===== config.mk =====
export PLATFORM = sky130hd
export DESIGN_NAME = ram_rd_stream_flat
export DESIGN_NICKNAME = d
export VERILOG_FILES = /design/src/rtl/ram_rd_stream_if.sv /design/src/rtl/ram_rd_stream.sv /design/src/flat_wrapper.sv
export SDC_FILE = /design/constraint.sdc
export NUM_CORES = 1
export LEC_CHECK = 0
export BUFFER_PORTS_ARGS = -buffer_cell sky130_fd_sc_hd__clkbuf_2
export CORE_ASPECT_RATIO = 1.25
export CORE_MARGIN = 2
export CORE_UTILIZATION = 45
export DETAILED_ROUTE_END_ITERATION = 8
export HOLD_SLACK_MARGIN = 0.12
export PLACE_DENSITY = 0.7
export SLEW_MARGIN = 20
export SYNTH_ARGS = -nofsm -noshare
export SYNTH_HDL_FRONTEND = slang
export SYNTH_SLANG_ARGS = --single-unit

===== constraint.sdc =====
create_clock -name clk -period 2.9 [get_ports clk]
set_clock_uncertainty 0.15 [all_clocks]
set_input_delay 0.145 -clock clk [delete_from_list [all_inputs] [get_ports clk]]
set_output_delay 0.145 -clock clk [all_outputs]
set_load 0.05 [all_outputs]

===== src/rtl/ram_rd_stream_if.sv =====
// Bundle of the command, RAM read-port and output-stream signals of ram_rd_stream.
// The master modport is the sequencer side; slave is the surrounding RAM/producer/consumer.
interface ram_rd_stream_if #(
  parameter int DATAWIDTH = 18,
  parameter int ADDRWIDTH = 5,
  parameter int LENWIDTH  = ADDRWIDTH + 1
);
  logic                 cmd_valid;
  logic                 cmd_ready;
  logic [ADDRWIDTH-1:0] cmd_addr;
  logic [LENWIDTH-1:0]  cmd_len;
  logic [ADDRWIDTH-1:0] ram_rd_addr;
  logic [DATAWIDTH-1:0] ram_rd_data;
  logic                 out_valid;
  logic                 out_ready;
  logic [DATAWIDTH-1:0] out_data;
  logic                 out_last;
  logic                 busy;

  modport master (
    input  cmd_valid, cmd_addr, cmd_len, ram_rd_data, out_ready,
    output cmd_ready, ram_rd_addr, out_valid, out_data, out_last, busy
  );

  modport slave (
    output cmd_valid, cmd_addr, cmd_len, ram_rd_data, out_ready,
    input  cmd_ready, ram_rd_addr, out_valid, out_data, out_last, busy
  );
endinterface


===== src/rtl/ram_rd_stream.sv =====
// Read-side sequencer for an inferred block RAM: walks (addr, len) commands over the RAM
// read port and streams the one-cycle-late read data through a 2-entry skid buffer.
module ram_rd_stream #(
  parameter int DATAWIDTH = 18,
  parameter int ADDRWIDTH = 5,
  parameter int LENWIDTH  = ADDRWIDTH + 1
) (
  input  logic            clk,
  input  logic            reset,
  ram_rd_stream_if.master bus
);

  localparam logic [ADDRWIDTH-1:0] ADDR_ZERO = {ADDRWIDTH{1'b0}};
  localparam logic [ADDRWIDTH-1:0] ADDR_ONE  = {{(ADDRWIDTH-1){1'b0}}, 1'b1};
  localparam logic [LENWIDTH-1:0]  LEN_ZERO  = {LENWIDTH{1'b0}};
  localparam logic [LENWIDTH-1:0]  LEN_ONE   = {{(LENWIDTH-1){1'b0}}, 1'b1};
  localparam logic [DATAWIDTH-1:0] DATA_ZERO = {DATAWIDTH{1'b0}};

  logic [ADDRWIDTH-1:0] rd_ptr_r,      rd_ptr_nx_s;
  logic [LENWIDTH-1:0]  remaining_r,   remaining_nx_s;
  logic                 inflight_r,    inflight_nx_s;
  logic                 inflight_last_r, inflight_last_nx_s;
  logic [DATAWIDTH-1:0] buf_data_r [2];
  logic [DATAWIDTH-1:0] buf_data_nx_s [2];
  logic [1:0]           buf_last_r,    buf_last_nx_s;
  logic [1:0]           occ_r,         occ_nx_s;
  logic                 cmd_ready_r,   cmd_ready_nx_s;
  logic                 out_valid_r,   out_valid_nx_s;
  logic                 busy_r,        busy_nx_s;

  logic                 cmd_accept_s;
  logic                 pop_s;
  logic                 push_s;
  logic                 issue_s;
  logic [2:0]           level_s;

  // Handshake decode; issue only when the word it launches is guaranteed a buffer slot.
  always_comb begin
    cmd_accept_s = bus.cmd_valid & cmd_ready_r;
    pop_s        = out_valid_r & bus.out_ready;
    push_s       = inflight_r;
    level_s      = {1'b0, occ_r} + {2'b00, inflight_r};
    issue_s      = (remaining_r != LEN_ZERO) && (level_s <= (3'd1 + {2'b00, pop_s}));
  end

  // Read pointer, remaining count and in-flight tracking.
  always_comb begin
    rd_ptr_nx_s        = rd_ptr_r;
    remaining_nx_s     = remaining_r;
    inflight_nx_s      = issue_s;
    inflight_last_nx_s = inflight_last_r;
    if (cmd_accept_s) begin
      rd_ptr_nx_s    = bus.cmd_addr;
      remaining_nx_s = bus.cmd_len;
    end else if (issue_s) begin
      rd_ptr_nx_s        = rd_ptr_r + ADDR_ONE;
      remaining_nx_s     = remaining_r - LEN_ONE;
      inflight_last_nx_s = (remaining_r == LEN_ONE);
    end else begin
      inflight_last_nx_s = inflight_last_r;
    end
  end

  // Skid buffer: entry 0 is always the head, so a pop shifts entry 1 down.
  always_comb begin
    buf_data_nx_s = buf_data_r;
    buf_last_nx_s = buf_last_r;
    occ_nx_s      = occ_r;
    case ({push_s, pop_s})
      2'b10: begin
        buf_data_nx_s[occ_r[0]] = bus.ram_rd_data;
        buf_last_nx_s[occ_r[0]] = inflight_last_r;
        occ_nx_s                = occ_r + 2'd1;
      end
      2'b01: begin
        buf_data_nx_s[0] = buf_data_r[1];
        buf_last_nx_s[0] = buf_last_r[1];
        occ_nx_s         = occ_r - 2'd1;
      end
      2'b11: begin
        if (occ_r == 2'd2) begin
          buf_data_nx_s[0] = buf_data_r[1];
          buf_last_nx_s[0] = buf_last_r[1];
          buf_data_nx_s[1] = bus.ram_rd_data;
          buf_last_nx_s[1] = inflight_last_r;
        end else begin
          buf_data_nx_s[0] = bus.ram_rd_data;
          buf_last_nx_s[0] = inflight_last_r;
        end
      end
      default: begin
        occ_nx_s = occ_r;
      end
    endcase
  end

  // Status flags are computed from next state so the outputs come straight from flops.
  always_comb begin
    cmd_ready_nx_s = (remaining_nx_s == LEN_ZERO);
    out_valid_nx_s = (occ_nx_s != 2'd0);
    busy_nx_s      = (remaining_nx_s != LEN_ZERO) | inflight_nx_s | (occ_nx_s != 2'd0);
  end

  // State register.
  always_ff @(posedge clk or posedge reset) begin
    if (reset) begin
      rd_ptr_r        <= ADDR_ZERO;
      remaining_r     <= LEN_ZERO;
      inflight_r      <= 1'b0;
      inflight_last_r <= 1'b0;
      buf_data_r[0]   <= DATA_ZERO;
      buf_data_r[1]   <= DATA_ZERO;
      buf_last_r      <= 2'b00;
      occ_r           <= 2'd0;
      cmd_ready_r     <= 1'b1;
      out_valid_r     <= 1'b0;
      busy_r          <= 1'b0;
    end else begin
      rd_ptr_r        <= rd_ptr_nx_s;
      remaining_r     <= remaining_nx_s;
      inflight_r      <= inflight_nx_s;
      inflight_last_r <= inflight_last_nx_s;
      buf_data_r[0]   <= buf_data_nx_s[0];
      buf_data_r[1]   <= buf_data_nx_s[1];
      buf_last_r      <= buf_last_nx_s;
      occ_r           <= occ_nx_s;
      cmd_ready_r     <= cmd_ready_nx_s;
      out_valid_r     <= out_valid_nx_s;
      busy_r          <= busy_nx_s;
    end
  end

  assign bus.ram_rd_addr = rd_ptr_r;
  assign bus.cmd_ready   = cmd_ready_r;
  assign bus.out_valid   = out_valid_r;
  assign bus.out_data    = buf_data_r[0];
  assign bus.out_last    = buf_last_r[0];
  assign bus.busy        = busy_r;

endmodule


===== src/flat_wrapper.sv =====
// flat-port wrapper written by rule: the top's interface ports become plain ports
module ram_rd_stream_flat 
#(
  parameter int DATAWIDTH = 18,
  parameter int ADDRWIDTH = 5,
  parameter int LENWIDTH  = ADDRWIDTH + 1
)
  (clk, reset, bus_cmd_valid, bus_cmd_addr, bus_cmd_len, bus_ram_rd_data, bus_out_ready, bus_cmd_ready, bus_ram_rd_addr, bus_out_valid, bus_out_data, bus_out_last, bus_busy);
  ram_rd_stream_if #(.DATAWIDTH(DATAWIDTH), .ADDRWIDTH(ADDRWIDTH), .LENWIDTH(LENWIDTH)) bus_i ();
  input  logic clk;
  input  logic reset;
  input wire logic [$bits(bus_i.cmd_valid)-1:0] bus_cmd_valid;
  input wire logic [$bits(bus_i.cmd_addr)-1:0] bus_cmd_addr;
  input wire logic [$bits(bus_i.cmd_len)-1:0] bus_cmd_len;
  input wire logic [$bits(bus_i.ram_rd_data)-1:0] bus_ram_rd_data;
  input wire logic [$bits(bus_i.out_ready)-1:0] bus_out_ready;
  output wire logic [$bits(bus_i.cmd_ready)-1:0] bus_cmd_ready;
  output wire logic [$bits(bus_i.ram_rd_addr)-1:0] bus_ram_rd_addr;
  output wire logic [$bits(bus_i.out_valid)-1:0] bus_out_valid;
  output wire logic [$bits(bus_i.out_data)-1:0] bus_out_data;
  output wire logic [$bits(bus_i.out_last)-1:0] bus_out_last;
  output wire logic [$bits(bus_i.busy)-1:0] bus_busy;
  assign bus_i.cmd_valid = bus_cmd_valid;
  assign bus_i.cmd_addr = bus_cmd_addr;
  assign bus_i.cmd_len = bus_cmd_len;
  assign bus_i.ram_rd_data = bus_ram_rd_data;
  assign bus_i.out_ready = bus_out_ready;
  assign bus_cmd_ready = bus_i.cmd_ready;
  assign bus_ram_rd_addr = bus_i.ram_rd_addr;
  assign bus_out_valid = bus_i.out_valid;
  assign bus_out_data = bus_i.out_data;
  assign bus_out_last = bus_i.out_last;
  assign bus_busy = bus_i.busy;
  ram_rd_stream #(.DATAWIDTH(DATAWIDTH), .ADDRWIDTH(ADDRWIDTH), .LENWIDTH(LENWIDTH)) u_core (.clk(clk), .reset(reset), .bus(bus_i));
endmodule

==> results.yml <==
outcome:
  status: "completed"
drt:
  vias_per_cell: 5.09
  antenna_left: 0
  vias: 2177
  dr.pass1.iters: 4
  wl_microns: 5810
  drt_iter0_drc: 103
  drcViolationCount: 0
  wl_per_cell_microns: 13.6
logic_synthesis:
  synth_area_sq_um: 2860
  ys_types: 42
  synth_seq_cells: 56
  ys_top_cells_by_count: "dfrtp_1, nor2_1, a21oi_1, a22oi_1, mux2_2"
  syn_area_per_cell_sq_um: 10.8
  yosys-top-cells-area: "dfrtp_1, mux2_2, a22oi_1"
  synth-edff-count: 0
  syn-num-nets: 311
  synth_seq_area_share_pct: 49.0
  async_flop_share_pct: 100
  yosysMostFrequentCell: "dfrtp_1"
  synth_top_area_share_pct: 48.1
  synth_cells: 266
  synth_top_area_cell: "dfrtp_1"
  synth_ff_type: "dfrtp_1"
  synth_warnings: 0
setup_path:
  slowest_stage: "fa_2"
  cp_data_arrival_time_ns: 2.88
  r2r-end: "u_core.bus.busy$_DFF_PP0_"
  end_kind: "register"
  ff2ff_setup_slack_ns: 0.04
  cp_max_fo: 5
  critPathLaunch: "u_core.inflight_r$_DFF_PP0_"
  crit_chain: "ha_2 > inv_2 > fa_2 > or3b_4 > a22o_4 > a211oi_4 > o22ai_2 > nor4_4 > nand4_1"
  reg2reg_from: "u_core.inflight_r$_DFF_PP0_"
  critPathRequiredTime_ns: 2.92
  max_stage_delay_ns: 0.47
  critical_path_class: "reg -> reg"
  r2r_cells: 9
  crit_end: "u_core.bus.busy$_DFF_PP0_"
  start_kind: "register"
layout:
  drive_above_1_share_pct: 34.7
  multi_input_area_sq_um: 1290
  nets: 387
  fillers: 550
  fin_util_pct: 58.5
  area_delta_synth_final_pct: 26.1
  seq_area_sq_um: 1400
  n_antenna_cell: 0
global_route:
  grt_pass1_wl_microns: 9410
  met1_usage_pct: 19.6
  grt_max_degree: 57
  use_met2_pct: 31.6
  overflow: 0
  use_met3_pct: 3.02
  first_global_vias: 2161
  grt_usage_pct: 17.0
  antenna_found_initial: 0
  grt_busiest_layer: "met2"
timing:
  worstMarginPinSlew_ns: 0.827
  setup_violations: 0
  relSlewSlack_pct: 44.9
  hold_ws_ns: 0.246
  max_freq_mhz: 350
  drv_slew: 0
  min_period_ns: 2.86
  setup_ws_ns: 0.0431
  rsz0062_at_grt: "true"
  post-route-period-util_pct: 98.5
  hold_violations: 0
clocking:
  cts_root_buf: "clkbuf_8"
  clockBufferDepth: 2
  htreeDepth: 2
  cts_tree: "yes"
  cts_buffers: 5
  path_clk_slew_ns: 0.10
  clock_sinks: 56
  clk_latency_ns: 0.30
placed_design:
  port_buffers: 59
  dp_slack_ns: -0.0159
  gp_congestion: 0.815
  dp_hpwl_microns: 3750
floorplanning:
  num_io_pins: 60
  rows: 32
  fp.dieH_microns: 93.2
  start_util_pct: 46.4
  die_area_sq_um: 7020
  die_w_microns: 75.3
  design.core.area_sq_um: 6170
worst_hold_path:
  hp-class: "in -> reg"
job:
  max_cap_violations: 0
[timing repair]
action | in CTS | in global routing
setup buffers | 0 | 2
pin swaps | 2 | 8
gates cloned | 0 | 0
gates resized for setup | 6 | 7
hold endpoints to repair | 104 | 0
hold buffers | 30 | 0
endpoints found under the setup margin | 1 | 1
[worst min-delay path by stage]
| stage | from | to | slack, ns | depth (start not counted) |
|---|---|---|---|---|
| after floorplan | bus_cmd_addr[0] | u_core.bus.ram_rd_addr[0]$_DFFE_PP0P_ | 0.11 | 2 |
| after global placement | bus_cmd_addr[4] | u_core.bus.ram_rd_addr[4]$_DFFE_PP0P_ | 0.20 | 3 |
| after detailed placement | bus_cmd_addr[4] | u_core.bus.ram_rd_addr[4]$_DFFE_PP0P_ | 0.21 | 3 |
| after CTS | bus_cmd_valid | u_core.bus.ram_rd_addr[1]$_DFFE_PP0P_ | 0.23 | 3 |
| after global routing | bus_cmd_valid | u_core.bus.ram_rd_addr[1]$_DFFE_PP0P_ | 0.26 | 3 |
| final | bus_cmd_valid | u_core.bus.ram_rd_addr[1]$_DFFE_PP0P_ | 0.25 | 3 |
[routing by layer]
| metal | wire length [microns] | vias up |
|---|---|---|
| met1 | 2320 | 1045 |
| met3 | 202 | 8 |
| met5 | 0 | - |
| met4 | 51 | 0 |
| met2 | 3230 | 60 |
| li1 | - | 1064 |
[critical path, delay by kind of cell, from the launching register on]
family | cells | cell delay, ns
adders and majority gates | 2 | 0.67
buffers and inverters | 1 | 0.06
and+or+nand+nor | 3 | 0.82
AOI/OAI and AO/OA | 3 | 0.64
DFF | 1 | 0.40
[sequential cells by signal, summed over array words and instances, names as in the netlist, 2 cells and up]
name / count
u_core.buf_last_r: 2
u_core.bus.ram_rd_addr: 5
u_core.buf_data_r: 18
u_core.remaining_r: 6
u_core.bus.out_data: 18
u_core.occ_r: 2
[placed cells by master, fill, tap and decap left out, types with 3 or more instances in the layout]
cell,instances
clkbuf_8,6
nand2_1,13
nor2_1,29
mux2_2,19
a21oi_1,19
inv_1,7
dlygate4sd3_1,30
nand4_1,4
nand3_1,4
o21ai_0,6
buf_4,10
clkbuf_2,59
a22oi_1,19
dfrtp_1,54
xor2_1,4
ha_1,10
xnor2_1,3
inv_2,3
[final cells by class]
class	count	share of cell area (%)
inverters	11	1.21
multi-input cells	169	35.7
flip-flops and latches	56	38.9
well taps	85	2.95
clock inverters	2	0.382
clock buffers	6	2.29
repair buffers	99	18.6
[kinds of logic (layout without fill, tap and decap cells)]
group                    after synthesis  in the layout  synth area share, %
AND/OR/NAND/NOR                       69             69                 13.2
AO/OA/AOI/OAI                         61             61                 14.3
flip-flops                            56             56                 49.0
buffers and inverters                 41            118                 7.83
multiplexers                          19             19                 7.48
adder cells (fa/ha/maj)               12             12                 5.51
XOR/XNOR                               8              8                 2.71
[per-stage QoR]
stage                     cell area (sq um)  setup TNS, ns  std cells
after floorplan                        2870              0        266
after global placement                 3150              0        388
after detailed placement               3150        -0.0159        388
after CTS                              3570              0        426
after global routing                   3610         -0.103        428
final                                  3610              0        428
Power is left out: the tool's default activity adds up to more than one toggle a clock period on the data nets, which glitch-free logic cannot reach.
